File: src/rtl/alu_bist_ctrl.sv
// Exhaustive BIST sweep controller for a 4-op (add/sub/mul/div) ALU with golden-model compare.
// Optional macro BIST_FIRST_FAIL_EN adds a first_fail capture port {valid, op, a, b}.
module alu_bist_ctrl #(
   parameter int WIDTH   = 4,
   parameter int CNT_W   = 16,
   parameter int ALU_LAT = 0
) (
   input  logic              clk,
   input  logic              rst,
   input  logic              start,
   output logic [WIDTH-1:0]  alu_a,
   output logic [WIDTH-1:0]  alu_b,
   output logic [1:0]        alu_op,
   input  logic [WIDTH-1:0]  alu_c,
   output logic              busy,
   output logic              done,
   output logic              pass,
   output logic              fault_ind,
   output logic [CNT_W-1:0]  fault_count
`ifdef BIST_FIRST_FAIL_EN
   ,
   output logic [2*WIDTH+2:0] first_fail
`endif
);

   localparam int IW = 2*WIDTH + 2;
   localparam int LW = (ALU_LAT > 1) ? $clog2(ALU_LAT) : 1;
   localparam logic [LW-1:0] WAIT_LAST = LW'((ALU_LAT > 0) ? ALU_LAT - 1 : 0);

   typedef enum logic [2:0] {S_IDLE, S_APPLY, S_WAIT, S_CHECK, S_DONE} state_t;

   state_t           state;
   logic [IW-1:0]    idx;
   logic [LW-1:0]    wait_cnt;
   logic             mismatch;
   logic [CNT_W-1:0] fc_nxt;

   function automatic logic [WIDTH-1:0] golden(input logic [1:0] op,
                                                input logic [WIDTH-1:0] a,
                                                input logic [WIDTH-1:0] b);
      logic [2*WIDTH-1:0] prod;
      prod = {{WIDTH{1'b0}}, a} * {{WIDTH{1'b0}}, b};
      case (op)
         2'd0:    golden = a + b;
         2'd1:    golden = a - b;
         2'd2:    golden = prod[WIDTH-1:0];
         default: golden = (b == '0) ? '1 : a / b;
      endcase
   endfunction

   always_comb begin
      mismatch = (alu_c != golden(alu_op, alu_a, alu_b));
      fc_nxt   = fault_count;
      if (mismatch && (fault_count != '1))
         fc_nxt = fault_count + CNT_W'(1);
   end

   always_ff @(posedge clk) begin
      if (rst) begin
         state       <= S_IDLE;
         idx         <= '0;
         wait_cnt    <= '0;
         alu_a       <= '0;
         alu_b       <= '0;
         alu_op      <= '0;
         busy        <= 1'b0;
         done        <= 1'b0;
         pass        <= 1'b0;
         fault_ind   <= 1'b0;
         fault_count <= '0;
`ifdef BIST_FIRST_FAIL_EN
         first_fail  <= '0;
`endif
      end else begin
         fault_ind <= 1'b0;
         case (state)
            S_IDLE, S_DONE: begin
               if (start) begin
                  idx         <= '0;
                  alu_op      <= '0;
                  alu_a       <= '0;
                  alu_b       <= '0;
                  fault_count <= '0;
                  done        <= 1'b0;
                  pass        <= 1'b0;
                  busy        <= 1'b1;
`ifdef BIST_FIRST_FAIL_EN
                  first_fail  <= '0;
`endif
                  state       <= S_APPLY;
               end
            end
            S_APPLY: begin
               if (ALU_LAT == 0) begin
                  state <= S_CHECK;
               end else begin
                  wait_cnt <= '0;
                  state    <= S_WAIT;
               end
            end
            S_WAIT: begin
               if (wait_cnt == WAIT_LAST)
                  state <= S_CHECK;
               else
                  wait_cnt <= wait_cnt + LW'(1);
            end
            S_CHECK: begin
               fault_ind   <= mismatch;
               fault_count <= fc_nxt;
`ifdef BIST_FIRST_FAIL_EN
               // Only the first mismatch of a sweep is kept.
               if (mismatch && !first_fail[2*WIDTH+2])
                  first_fail <= {1'b1, idx};
`endif
               if (idx == '1) begin
                  busy  <= 1'b0;
                  done  <= 1'b1;
                  pass  <= (fc_nxt == '0);
                  state <= S_DONE;
               end else begin
                  idx                     <= idx + IW'(1);
                  {alu_op, alu_a, alu_b}  <= idx + IW'(1);
                  state                   <= S_APPLY;
               end
            end
            default: state <= S_IDLE;
         endcase
      end
   end

endmodule

File: config.mk
export PLATFORM = sky130hd
export DESIGN_NAME = alu_bist_ctrl
export DESIGN_NICKNAME = d
export VERILOG_FILES = /design/src/rtl/alu_bist_ctrl.sv
export SDC_FILE = /design/constraint.sdc
export NUM_CORES = 1
export LEC_CHECK = 0
export BUFFER_PORTS_ARGS = -buffer_cell sky130_fd_sc_hd__buf_2
export CAP_MARGIN = 20
export CORE_ASPECT_RATIO = 1.4
export CORE_MARGIN = 8
export CORE_UTILIZATION = 63
export DETAILED_ROUTE_END_ITERATION = 7
export PLACE_DENSITY = 0.83
export REMOVE_ABC_BUFFERS = 1
export SLEW_MARGIN = 20
export SYNTH_ARGS = -nofsm -noshare
export SYNTH_HDL_FRONTEND = slang
export SYNTH_SLANG_ARGS = --single-unit
export TNS_END_PERCENT = 100
File: constraint.sdc
create_clock -name clk -period 13.47 [get_ports clk]
set_input_delay 2.0205 -clock clk [delete_from_list [all_inputs] [get_ports clk]]
set_output_delay 2.0205 -clock clk [all_outputs]
set_load 0.05 [all_outputs]
==> impl_metrics.yaml <==
floorplan:
  row_count: 28
  design.die.area_um2: 6874
  floorplan.initialDensity_pct: 66.17
  boundaryPins: 37
  die-width_um: 72.40
  die_h_um: 94.96
  core_area_um2: 4239
clock_tree:
  cts_made_buffers: 5
  clock_tree.root_cell: "clkbuf_8"
  clk_path_buf_depth: 2
  post_cts_buffers: 0
  clk_pin_slew_ps: 70
  worstSkewPairLatency_ps: 290
  clock_sinks: 33
  cts_resized: 0
  htree_levels: 2
  cts_hold_buf: 0
  tritoncts: "yes"
global_routing:
  vias_in_the_first_global_route: 2776
  largest_net_degree_at_the_start_of_global_routing: 23
  overall_track_demand_over_capacity_in_global_routing_pct: 22.62
  number_of_antenna_violations_at_the_first_check_in_global_routing: 0
  grt_remaining_overflow: 0
  grt_first_pass_wirelength_mm: 12.54
placed_design:
  number_of_placed_cells_counting_well_taps: 447
  port-buffer-count: 36
  dp.final_hpwl_mm: 5.772
  gp_congestion: 0.9689
sta:
  skew_ps: 4.776
  hold_viol: 0
  grt_setup_unrepaired: "false"
  setup-tns-final_ps: 0
  tightest_slew_ps: 874.4
  layout_worst_path_cycle_share_pct: 43.66
  max_clock_freq_ghz: 0.1700
  slew_headroom_pct: 41.36
  hold_ws_ps: 451.4
  finalWorstPathRequiredPeriod_ps: 5881
  final_max_slew_viol_count: 0
  timing.final.setup_violations: 0
setup_path:
  worst_path_most_repeated_cell: "ha_1"
  crit_path_end_kind: "flip-flop"
  setup.worst_path.class: "reg -> reg"
  cp_num_buf_inv: 1
  critPathMaxFanout: 22
  cell_chain_critical_path: "inv_1 -> ha_1 -> a21oi_1 -> ha_1 -> o21a_1 -> o21ai_1 -> o21ai_0 -> ha_1 -> o21a_1 -> o21a_1 -> nor2_1 -> nor2_1 -> mux2_2 -> ha_1 -> o21ai_0 -> or4_1 -> nand3_1 -> nor3_2 -> a21boi_2 -> nand4_1 -> a221o_1 -> o21ai_1"
  worstPathArrival_ps: 6110
  critPathSlowestCell: "a21boi_2"
  crit_family: "compound AO/OA/AOI/OAI gates"
  slowest_delay_ps: 690
  worst_ep_required_time_ps: 13700
  startpoint_type: "flip-flop"
synth:
  synth_top_cells_by_area: "dfxtp_1, ha_1, xnor2_1"
  synth_enable_flop_cells: 0
  mean_instance_size_in_the_synthesized_netlist_um2: 7.644
  synth-main-ff-cell: "dfxtp_1"
  yosys_register_bits: 33
  synth_cells: 367
  post-synth-top-area-fraction_pct: 23.55
  synth_async_sr_flop_share_pct: 0
  mappedNetlistArea_um2: 2805
  netlist.top_cell.by_area: "dfxtp_1"
  yosysUniqueCellTypes: 61
  proportion_of_synthesized_chip_area_in_sequential_cells_pct: 23.55
  yosys_warnings: 0
detailed_routing:
  avgViaCountPerCell: 6.319
  drtIter0Drc: 231
  dr_total_vias: 2875
  wirelength_mm: 7.659
  wl_per_cell_um: 16.83
  detailedRoute.firstPassIterationCount: 4
  drt.antenna.violating_nets: 0
  drt_drc_violations_left: 0
power_and_ir_drop:
  power.ir.vdd_worst_mv: 0.07589
  power.total_mw: 0.2523
  cellLeakagePower_nw: 1.226
  cellPowerDensity_nw_per_um2: 81.24
cells_and_area:
  final_layout_size_suffix_gt1_share_pct: 14.18
  antenna_cells: 0
  fin_nets: 426
  area_growth_pct: 10.70
  layout.filler_cells: 368
  utilization_pct: 73.26
  layout.cells.non_filler: 455
worst_hold_path:
  worstHoldPathType: "reg -> reg"
run_status:
  outcome: "finished, final reports clean"
job:
  maxCapViolCount: 0
==> worst reg2reg max path, cell delays in order, from the launching register on <==
cell and delay (ps):
dfxtp_1 630, inv_1 190, ha_1 330, a21oi_1 180, ha_1 270, o21a_1 120, o21ai_1 280, o21ai_0 170
ha_1 340, o21a_1 150, o21a_1 170, nor2_1 50, nor2_1 230, mux2_2 380, ha_1 260, o21ai_0 90
or4_1 410, nand3_1 130, nor3_2 90, a21boi_2 690, nand4_1 160, a221o_1 380, o21ai_1 120
==> cells in the final DEF, fill, tap and decap left out, types with 4 or more instances in the layout <==
cell / instances
and4_1: 4
inv_1: 13
nor3_1: 16
and3_1: 4
ha_1: 24
nand2b_1: 7
o2111ai_1: 5
a31oi_1: 7
clkbuf_8: 6
xnor2_1: 17
nor2_1: 33
dfxtp_1: 33
nand4_1: 9
o21ai_0: 25
o21a_1: 4
xor2_1: 5
or3_1: 10
a21oi_1: 26
nor2b_1: 4
nand3_1: 12
nand2_1: 35
buf_2: 36
a311oi_1: 5
==> synthesized netlist by cell type (2+ instances only) <==
library cell  instances
nand4b_1              2
mux2i_1               2
dfxtp_1              33
and3_1                4
nand4_1               9
nor2_1               33
o21ai_1               2
nor3b_1               2
inv_1                13
and4_1                4
or4_1                 2
buf_4                 3
ha_1                 24
a311oi_1              5
nor3_2                2
or2_2                 2
a21oi_1              26
xor2_1                5
nor2b_1               4
or3_1                10
o221ai_1              3
nand3_1              12
o21ai_0              25
o21a_1                4
nand2b_1              7
and2_1                3
a41oi_1               2
nand2_1              35
o211ai_1              3
o2111ai_1             5
mux2_2                2
a31oi_1               7
buf_2                 3
nor3_1               16
clkbuf_1              9
a31o_2                2
a211o_1               2
xnor2_1              17
==> state kept, by name (all words and copies together), names as in the netlist <==
| name | flops |
|---|---|
| fault_count | 16 |
| alu_a | 3 |
| alu_b | 3 |
| idx | 3 |
| state | 3 |
| alu_op | 1 |
| busy | 1 |
| done | 1 |
| fault_ind | 1 |
| pass | 1 |
==> worst paths after layout <==
path	slack, ps	depth (start not counted)	end	startpoint
hold / removal	450	2	busy	busy
setup / recovery	7590	22	pass	alu_b[0]
setup reg to reg	7590	22	pass	alu_b[0]
hold reg to reg	450	2	busy	busy
==> metal layers <==
layer	GRT usage (%)	up-vias	part of all wire [%]
met5	0	-	0
met4	15.24	0	5.2
met3	3.075	29	4.6
met2	41.09	106	51
met1	23.49	1330	39
li1	-	1410	-
==> layout make-up <==
| type | instances | area, um^2 | area share [%] |
|---|---|---|---|
| well taps | 60 | 75.07 | 2.417 |
| clock inverters | 2 | 37.54 | 1.209 |
| clock buffers | 6 | 82.58 | 2.659 |
| multi-input cells | 305 | 2021 | 65.07 |
| inverters | 13 | 48.80 | 1.571 |
| repair buffers | 36 | 180.2 | 5.802 |
| flip-flops and latches | 33 | 660.6 | 21.27 |
==> through the flow <==
step | cell area, um^2 | setup WS (ps)
floorplan | 2730 | 7938
global placement | 2985 | 7907
detailed placement | 2985 | 7646
CTS | 3105 | 7638
global route | 3105 | 7101
finish | 3105 | 7589
==> logic make-up (layout without fill, tap and decap cells) <==
family                   count (synthesis)  count (layout)  synth area share (%)
AND/OR/NAND/NOR                        152             152                 27.79
AO/OA/AOI/OAI                          101             101                 23.64
flip-flops                              33              33                 23.55
buffers and inverters                   29              57                 4.415
adder cells (fa/ha/maj)                 25              25                 11.42
XOR/XNOR                                23              23                 7.671
multiplexers                             4               4                 1.516
==> where the power goes <==
group,switching (mW),leakage [nW],total [mW],internal [mW]
Clock,0.0399,0.0574,0.100,0.0602
Combinational,0.0326,0.901,0.0504,0.0178
Sequential,0.00273,0.267,0.102,0.0991
Total,0.0753,1.23,0.252,0.177
(Power assumes the default switching activity.)
